## src/rtl/lsu_mem_port.sv

```systemverilog
// Load/store initiator for the byte-addressed mem_block port: one outstanding access, sized writes, extended loads.
// Optional LSU_MISALIGN_TRAP_EN: misaligned requests return an error response without touching memory.
module lsu_mem_port #(
  parameter int ADDR_WIDTH = 32,
  parameter int DATA_WIDTH = 64,
  parameter int SIZE       = 8,
  parameter int WB_W       = $clog2(DATA_WIDTH/SIZE)+1
) (
  input  logic                  clk_i,
  input  logic                  rst_i,
  input  logic                  req_valid_i,
  output logic                  req_ready_o,
  input  logic                  req_we_i,
  input  logic [1:0]            req_size_i,
  input  logic                  req_unsigned_i,
  input  logic [ADDR_WIDTH-1:0] req_addr_i,
  input  logic [DATA_WIDTH-1:0] req_wdata_i,
  output logic                  resp_valid_o,
  input  logic                  resp_ready_i,
  output logic [DATA_WIDTH-1:0] resp_rdata_o,
  output logic                  resp_err_o,
  output logic [ADDR_WIDTH-1:0] mem_addr_o,
  output logic [DATA_WIDTH-1:0] mem_data_o,
  output logic [WB_W-1:0]       mem_write_bits_o,
  input  logic [DATA_WIDTH-1:0] mem_data_i,
  output logic [1:0]            dbg_state_o
);
  // Handshakes: a transfer happens on a rising edge where valid and ready are both high;
  // valid and its payload never change while waiting for ready.
  typedef enum logic [1:0] {IDLE = 2'd0, ACCESS = 2'd1, RESP = 2'd2} state_t;

  state_t                r_state, w_next;
  logic                  r_we;
  logic [1:0]            r_size;
  logic                  r_uns;
  logic [ADDR_WIDTH-1:0] r_addr;
  logic [DATA_WIDTH-1:0] r_wdata;
  logic [DATA_WIDTH-1:0] r_rdata;
  logic                  r_err;
  logic                  w_accept;
  logic                  w_misalign;
  logic                  w_sign;
  logic [DATA_WIDTH-1:0] w_ext;

  assign w_accept = req_valid_i && (r_state == IDLE);

`ifdef LSU_MISALIGN_TRAP_EN
  logic [ADDR_WIDTH-1:0] w_align_mask;
  assign w_align_mask = (ADDR_WIDTH'(1) << req_size_i) - ADDR_WIDTH'(1);
  assign w_misalign   = (req_addr_i & w_align_mask) != '0;
`else
  assign w_misalign = 1'b0;
`endif

  // Keep the low 2^size bytes of the read word, fill the rest with the sign or zeros.
  always_comb begin
    w_sign = 1'b0;
    case (r_size)
      2'd0:    w_sign = mem_data_i[SIZE-1];
      2'd1:    w_sign = mem_data_i[2*SIZE-1];
      2'd2:    w_sign = mem_data_i[4*SIZE-1];
      default: w_sign = mem_data_i[8*SIZE-1];
    endcase
    w_sign = w_sign && !r_uns;
    w_ext  = '0;
    for (int i = 0; i < DATA_WIDTH; i++)
      w_ext[i] = (i < (SIZE << r_size)) ? mem_data_i[i] : w_sign;
  end

  always_comb begin
    w_next = r_state;
    case (r_state)
      IDLE:    if (w_accept) w_next = w_misalign ? RESP : ACCESS;
      ACCESS:  w_next = RESP;
      RESP:    if (resp_ready_i) w_next = IDLE;
      default: w_next = IDLE;
    endcase
  end

  always_ff @(posedge clk_i) begin
    if (rst_i) r_state <= IDLE;
    else       r_state <= w_next;
  end

  always_ff @(posedge clk_i) begin
    if (rst_i) begin
      r_we    <= 1'b0;
      r_size  <= 2'd0;
      r_uns   <= 1'b0;
      r_addr  <= '0;
      r_wdata <= '0;
      r_rdata <= '0;
      r_err   <= 1'b0;
    end else if (w_accept) begin
      r_we    <= req_we_i;
      r_size  <= req_size_i;
      r_uns   <= req_unsigned_i;
      r_addr  <= req_addr_i;
      r_wdata <= req_wdata_i;
      r_rdata <= '0;
      r_err   <= w_misalign;
    end else if (r_state == ACCESS) begin
      r_rdata <= r_we ? '0 : w_ext;
    end
  end

  // Write enable comes straight from the state register, so a store still commits if reset lands mid-access.
  always_comb begin
    req_ready_o      = 1'b0;
    resp_valid_o     = 1'b0;
    mem_write_bits_o = '0;
    case (r_state)
      IDLE:    req_ready_o = 1'b1;
      ACCESS:  if (r_we) mem_write_bits_o = WB_W'(1) << r_size;
      RESP:    resp_valid_o = 1'b1;
      default: ;
    endcase
  end

  assign resp_rdata_o = r_rdata;
  assign resp_err_o   = r_err;
  assign mem_addr_o   = r_addr;
  assign mem_data_o   = r_wdata;
  assign dbg_state_o  = r_state;
endmodule

```

## config.mk

```make
export PLATFORM = sky130hd
export DESIGN_NAME = lsu_mem_port
export DESIGN_NICKNAME = d
export VERILOG_FILES = /design/src/rtl/lsu_mem_port.sv
export SDC_FILE = /design/constraint.sdc
export NUM_CORES = 1
export LEC_CHECK = 0
export CAP_MARGIN = 20
export CORE_AREA = 2 2 130 132
export DETAILED_ROUTE_END_ITERATION = 12
export DIE_AREA = 0 0 132 134
export GPL_TIMING_DRIVEN = 0
export PLACE_DENSITY = 0.85
export SLEW_MARGIN = 25
export SYNTH_ARGS = -nofsm -noshare
export SYNTH_HDL_FRONTEND = slang
export SYNTH_SLANG_ARGS = --single-unit
```

## constraint.sdc

```tcl
create_clock -name clk_i -period 1.65 [get_ports clk_i]
set_input_delay 0.165 -clock clk_i [delete_from_list [all_inputs] [get_ports clk_i]]
set_output_delay 0.165 -clock clk_i [all_outputs]
set_load 0.02 [all_outputs]
```

; Word-level counts from Yosys, hierarchy flattened
; Cells that the tools add are included.
[op_classes]
n_lt_le_gt_ge = 64
addsub = 0
n_reduce_logical = 7
bitwise = 0
n_eq_ne = 6
mux = 73
mul = 0
div_mod_pow = 0
shift = 2
[ops]
columns = op, count
row1 = "7-bit by 32-bit < comparator with 1-bit output, first input constant", 32
row2 = "6-bit by 32-bit < comparator with 1-bit output, first input constant", 16
row3 = "5-bit by 32-bit < comparator with 1-bit output, first input constant", 8
row4 = "4-bit by 32-bit < comparator with 1-bit output, first input constant", 4
row5 = 1-bit 2-to-1 mux, 66
row6 = "3-bit by 32-bit < comparator with 1-bit output, first input constant", 2
row7 = 64-bit 2-to-1 mux, 1
row8 = "1-bit by 32-bit < comparator with 1-bit output, first input constant", 1
row9 = "2-bit by 32-bit < comparator with 1-bit output, first input constant", 1
row10 = "4-bit by 2-bit << shifter with 32-bit output, first input constant", 1
row11 = 4-bit 2-to-1 mux, 2
row12 = 2-bit one-hot mux with 3 select lines, 1
row13 = "2-bit by 1-bit equality test with 1-bit output, second input constant", 2
row14 = "2-bit equality test, second input constant", 2
row15 = 2-bit logical NOT, 2
row16 = 2-bit 2-to-1 mux, 2
row17 = "2-bit != test, second input constant", 2
row18 = "1-bit by 2-bit << shifter with 4-bit output, first input constant", 1
row19 = 1-bit one-hot mux with 3 select lines, 1
row20 = 1-bit logical AND, 2
row21 = 2-bit AND reduction, 1
row22 = 2-bit OR reduction, 1
row23 = 1-bit logical NOT, 1
[word_totals]
input_bits = 168
output_inout_bits = 169
latchBits = 0
word_cells = 159
ram_bits = 0
n_memories = 0
romBits = 0
ff_bits = 166

; Depth between registers and ports, before layout
; Gate-level depths: netlist (run 1).
[depth]
depth_word = 5
mapped_depth = 6
depth_no_buf = 3

; Worst setup path before layout (run 1)
; Ideal clock, no wire load.
[synth_path]
kind = flip-flop to output port
startpoint = register r_state[0] (netlist: dbg_state_o[0])
endpoint = output port mem_write_bits_o[1]
path_buffers = 1
path_stages_with_launch = 5
required_time_ns = 1.485
setup_slack_ns = -0.130
t_arrival_ns = 1.615
cell_sequence = dfxtp_1 -> nor2b_1 -> clkbuf_1 -> nand2_1 -> nor3b_1
[synth_via]
elab_chain_len = 2
[synth_lines]
columns = item, line_no
row1 = "start, declared", 32  ; state_t r_state, w_next;
row2 = "start signal, assigned", 82  ; else r_state <= w_next;
row3 = 2-bit by 1-bit equality test with 1-bit output, 112  ; case (r_state)
row4 = 4-bit 2-to-1 mux, 112
row5 = "end, declared", 24  ; output logic [WB_W-1:0] mem_write_bits_o,
; Every way passes these cells.

; Worst setup path after layout (run 1)
; Same ends and word-level chain as after synthesis.

==> impl_metrics.csv, run 1 <==
group,metric,value,unit
outcome,outcome,"complete, but fails checks",
outcome,failed_checks,"negative setup slack",
global_route,globalRoute.totalOverflow,0,
timing,whs,0.0626,ns
layout,drive_above_1_share,11.5,%
cts,clk_latency,0.41,ns
synth,synth.net_count,665,
worst_setup_path,crit_type,"register to primary output",
worst_setup_path,endpoint_kind,"primary output",
cts,cts.path.max_buffers,2,
timing,drv_slew,0,
global_route,grt_pass1_vias,5472,
timing,skew,0.00615,ns
synth,async_reset_ff_share,0,%
worst_setup_path,worstPathArrival,1.55,ns
pwr,p_int,7800,uW
pwr,combPwrFrac,17.2,%
place,port_buffers,334,
global_route,antenna_found_initial,0,
timing,grt_setup_unrepaired,"true",
detailed_routing,drt-total-wl,19.8,mm
timing,fmax,582,MHz
global_route,grt_usage,21.9,%
timing,fin_crit_sh,104,%
timing,worstMarginPinSlew,0.607,ns
timing,fin_crit,1.72,ns
pwr,powerDensity,1040,mW/mm^2
timing,setup_viol,2,
synth,yosys.area.top_type,"dfxtp_1",
layout,finish.utilization,61.4,%
detailed_routing,drc,0,
global_route,grt_pass1_wl,30.4,mm
layout,finalNetCount,1025,
synth,synth.distinct_cells,31,
synth,synth-seq-area-share,59.5,%
cts,cts_tree,"done",
floorplan,dieArea,0.0177,sq mm
timing,finalHoldViolCount,0,
cts,htreeDepth,4,
worst_setup_path,required,1.48,ns
pwr,swShare,24.9,%
synth,synth_common_cells,"dfxtp_1, a22o_1, inv_1, nand3_1, o221ai_1",
cts,cts_sinks,166,
timing,setup_tns,-0.110,ns
detailed_routing,vias_per_cell,5.02,
pwr,ir_drop,667,uV
synth,ys_ff_latch,166,
pwr,clkPwrFrac,40.5,%
synth,synth_most_common_cell,"dfxtp_1",
cts,clk_pin_slew,0.06,ns
layout,area_growth,79.1,%
synth,synth.area.top_cells,"dfxtp_1, a22o_1, o221ai_1, a221o_1, nand3_1",
floorplan,initial_utilization,34.3,%
floorplan,die_height,134,microns
run,drv_cap,0,
detailed_routing,post_drt_wl_per_cell,18.2,microns
timing,slew_headroom,59.3,%
pwr,seqPwrFrac,42.3,%
floorplan,core_area,0.0163,sq mm
synth,netlist_area,0.00559,sq mm
floorplan,rows,47,
worst_setup_path,cp_max_fo,7,
synth,synth-edff-count,0,
detailed_routing,drt_first_pass_iters,4,
synth,synth_ff_type,"dfxtp_1",
detailed_routing,vias,5465,
synth,avgSynthCellArea,11.2,sq um
place,dp_slack,-0.678,ns
timing,worst_slack,-0.0678,ns
place,gp_congestion,0.763,
floorplan,die_x,132,microns
cts,cts_hold_buf,0,
floorplan,ios,337,
pwr,power_switching,2580,uW
synth,synthCells,497,
detailed_routing,drt_iter0_markers,255,
pwr,power.leakage,0.00384,uW
layout,antenna_cells,0,
place,hpwl,14.5,mm
worst_setup_path,start_kind,"register",
worst_hold_path,hp-class,"input pin to register",
cts,cts_root_buf,"clkbuf_16",
global_route,grt_max_degree,17,
detailed_routing,postRouteAntennaNets,0,
cts,cts_buffers,17,
synth,yosysTopAreaCellShare,59.5,%
synth,yosys_warnings,0,
==> per-stage QoR <==
step / area, sq um / std cells / power (uW)
floorplan: 5590 / 497 / 5160
global placement: 9210 / 1051 / 6170
detailed placement: 9210 / 1051 / 6190
CTS: 9900 / 1084 / 10400
global route: 10000 / 1089 / 10800
finish: 10000 / 1089 / 10400
==> layer usage <==
metal | global-route usage [%] | share of wire (%)
met1 | 25.8 | 40
met2 | 37.3 | 50
met3 | 8.01 | 8.0
met4 | 6.70 | 1.9
met5 | 0 | 0
==> logic make-up (layout without fill, tap and decap cells) <==
logic type | count (synthesis) | after routing | synth area share [%]
other cells | 1 | 1 | 0.0671
mux | 1 | 1 | 0.179
buf+inv | 82 | 454 | 6.07
flops | 166 | 166 | 59.5
compound gates | 170 | 170 | 26.2
simple gates | 77 | 77 | 7.95
==> registers in the layout, summed over array words and instances (netlist names) <==
| name | flops |
|---|---|
| resp_rdata_o | 64 |
| r_we | 1 |
| r_uns | 1 |
| mem_data_o | 64 |
| r_size | 2 |
| dbg_state_o | 2 |
| mem_addr_o | 32 |
==> power by group through the flow <==
stage                     clock network [uW]  logic [uW]  registers (uW)
after detailed placement                   0        1730            4460
after CTS                               4260        1770            4390
after floorplan                            0         433            4730
after global routing                    4450        1890            4410
after global placement                     0        1710            4460
final                                   4200        1790            4390
==> repair_timing <==
item | in CTS | in global routing
buffers inserted | 3 | 5
endpoints found under the setup margin | 164 | 147
pin swaps | 1 | 1
gates cloned | 0 | 0
gates resized for setup | 60 | 36
==> worst paths after layout <==
check,from,cells past startpoint,slack (ns),end
max,dbg_state_o[0],5,-0.07,mem_write_bits_o[1]
min,rst_i,2,0.06,dbg_state_o[1]
max reg2reg,dbg_state_o[1],5,0.06,resp_rdata_o[31]
min reg2reg,resp_rdata_o[7],2,0.45,resp_rdata_o[7]
==> layout by cell type, fill, tap and decap left out, types with 3 or more instances in the layout <==
cell type	n
dfxtp_1	164
clkbuf_2	12
bufinv_16	4
clkbuf_1	9
inv_1	32
nor2_1	10
buf_2	21
clkbuf_16	17
a21oi_1	9
o2bb2ai_1	8
nand2_1	8
buf_6	3
nand3b_1	9
clkdlybuf4s50_1	326
clkbuf_4	5
o221ai_1	32
a22o_1	100
nand3_1	32
a221o_1	16
buf_4	13
nand2b_1	3
nor2b_1	3
==> area by class of cell <==
type                            count  area, sq um
Fill cell                        1350         6280
Timing Repair Buffer              342         3400
Sequential cell                   166         3330
Multi-Input combinational cell    249         1980
Clock buffer                       20          447
Buffer                             49          282
Tap cell                          220          275
Clock inverter                     11          173
Inverter                           32          120
==> critical path: stages, from the launching register on <==
cell and delay [ns]:
dfxtp_4 0.38, nor2b_2 0.15, clkbuf_8 0.14, nand2_2 0.09
nor3b_2 0.20, buf_4 0.17
(Power assumes the default switching activity.)
==> run 2: changes to the inputs <==
--- a/config.mk
+++ b/config.mk
@@ -11,6 +11,7 @@
 export DIE_AREA = 0 0 132 134
 export GPL_TIMING_DRIVEN = 0
 export PLACE_DENSITY = 0.85
+export SETUP_SLACK_MARGIN = 0.2
 export SLEW_MARGIN = 25
 export SYNTH_ARGS = -nofsm -noshare
 export SYNTH_HDL_FRONTEND = slang
==> impl_metrics.csv, run 2 (synthesized netlist as in run 1, its figures left out) <==
group,metric,value,unit
outcome,outcome,"finished, final reports clean",
worst_setup_path,path_cells,"nor2b_4, buf_8, nand2_4, nor3b_2, buf_4",
timing,setup_tns,0,ns
detailed_routing,drt_iter0_markers,221,
detailed_routing,postRouteAntennaNets,0,
global_route,grt_pass1_wl,32.4,mm
worst_hold_path,hp-class,"input pin to register",
cts,cts_root_buf,"clkbuf_16",
layout,layout_common_cells,"clkdlybuf4s50_1, dfxtp_1, dlygate4sd2_1, a22o_1, buf_4",
worst_setup_path,slowest_stage,"dfxtp_4",
timing,setup_viol,0,
layout,final_common_cell,"clkdlybuf4s50_1",
cts,htreeDepth,4,
timing,worst_slack,0.0339,ns
worst_setup_path,path_delay_family,"flip-flops",
pwr,powerDensity,970,mW/mm^2
place,port_buffers,334,
pwr,ir_drop,650,uV
global_route,grt_use_met2,42.1,%
floorplan,rows,47,
timing,finalHoldViolCount,0,
place,place_area,0.00924,sq mm
timing,fmax,619,MHz
cts,cts_tree,"done",
floorplan,initial_utilization,34.3,%
global_route,grt_usage,23.4,%
timing,worstMarginPinSlew,0.595,ns
timing,skew,0.0119,ns
worst_setup_path,endpoint_kind,"primary output",
layout,drive_above_1_share,19.8,%
global_route,top_usage_layer,"met2",
cts,clk_pin_slew,0.06,ns
worst_setup_path,crit_type,"register to primary output",
place,gp_congestion,0.814,
cts,cts.path.max_buffers,2,
global_route,grt_pass1_vias,5904,
cts,cts_hold_buf,0,
worst_setup_path,critPathBufInv,2,
timing,grt_setup_unrepaired,"true",
place,dp_slack,-0.589,ns
worst_setup_path,cp_max_fo,7,
worst_setup_path,start_kind,"register",
place,dp.cells,1051,
pwr,power.leakage,0.00482,uW
timing,drv_slew,0,
detailed_routing,drt_first_pass_iters,4,
worst_setup_path,r2r-start,"r_we",
floorplan,ios,337,
cts,cts_buffers,17,
worst_setup_path,worstPathArrival,1.45,ns
detailed_routing,drt-total-wl,22.3,mm
global_route,grt_use_met3,7.33,%
worst_setup_path,max_stage_delay,0.38,ns
worst_setup_path,crit_start,"dbg_state_o[0]",
floorplan,dieArea,0.0177,sq mm
floorplan,die_x,132,microns
timing,fin_crit,1.62,ns
detailed_routing,drc,0,
global_route,globalRoute.totalOverflow,0,
cts,cts_sinks,166,
worst_setup_path,required,1.48,ns
floorplan,die_height,134,microns
detailed_routing,vias_per_cell,5.15,
layout,area_growth,91.0,%
detailed_routing,vias,5768,
timing,fin_crit_sh,97.9,%
floorplan,core_area,0.0163,sq mm
detailed_routing,post_drt_wl_per_cell,19.9,microns
global_route,antenna_found_initial,2,
timing,slew_headroom,60.3,%
layout,final_cell_count_no_fill,1121,
layout,finalNetCount,1056,
global_route,gr-usage-met1,25.7,%
run,drv_cap,0,
global_route,grt_max_degree,17,
place,hpwl,14.9,mm
cts,clk_latency,0.42,ns
layout,fin_area,0.0107,sq mm
worst_hold_path,hold_start,"rst_i",
## run 2: report_power, final
| group | internal [uW] | total (uW) | switching, uW |
|---|---|---|---|
| Combinational | 985 | 1910 | 929 |
| Clock | 2410 | 4050 | 1640 |
| Sequential | 4250 | 4380 | 137 |
| Total | 7640 | 10300 | 2710 |
## run 2: per-layer routing
| layer | up-vias | routed length (microns) |
|---|---|---|
| li1 | 2653 | - |
| met2 | 266 | 11600 |
| met4 | 0 | 679 |
| met1 | 2798 | 8510 |
| met3 | 51 | 1570 |
| met5 | - | 0 |
## run 2: final timing paths
check	end	slack [ns]	depth (start not counted)
setup reg to reg	resp_rdata_o[55]	0.11	6
hold reg to reg	resp_rdata_o[4]	0.45	2
hold / removal	dbg_state_o[1]	0.07	2
setup / recovery	mem_write_bits_o[2]	0.03	5
## run 2: worst register-to-register path: stages (launching register included)
cell and delay (ns):
dfxtp_2 0.34, nor4b_4 0.34, buf_4 0.18, nand2b_4 0.11, buf_4 0.17, buf_8 0.12
o221ai_2 0.19
## run 2: timing repair
action,CTS,global route
gates resized for setup,312,85
cloned,5,3
endpoints found under the setup margin,324,103
pin swaps,41,26
buffers inserted,17,13
## run 2: final cells by class
type	count	area, sq um
repair buffers	372	3520
diodes	1	2.50
clock buffers	22	485
flip-flops and latches	166	3330
clock inverters	9	115
inverters	32	120
well taps	220	275
plain buffers	50	541
fillers	1276	5620
multi-input cells	249	2280
## run 2: stage by stage
step / util, % / power [uW] / hold WS (ns)
after floorplan: - / 5170 / 0.291
after CTS: 63.2 / 10300 / 0.0325
after detailed placement: 56.7 / 6210 / 0.444
after global placement: 56.7 / 6180 / 0.438
final: 65.5 / 10300 / 0.0690
after global routing: 65.5 / 10700 / 0.0821
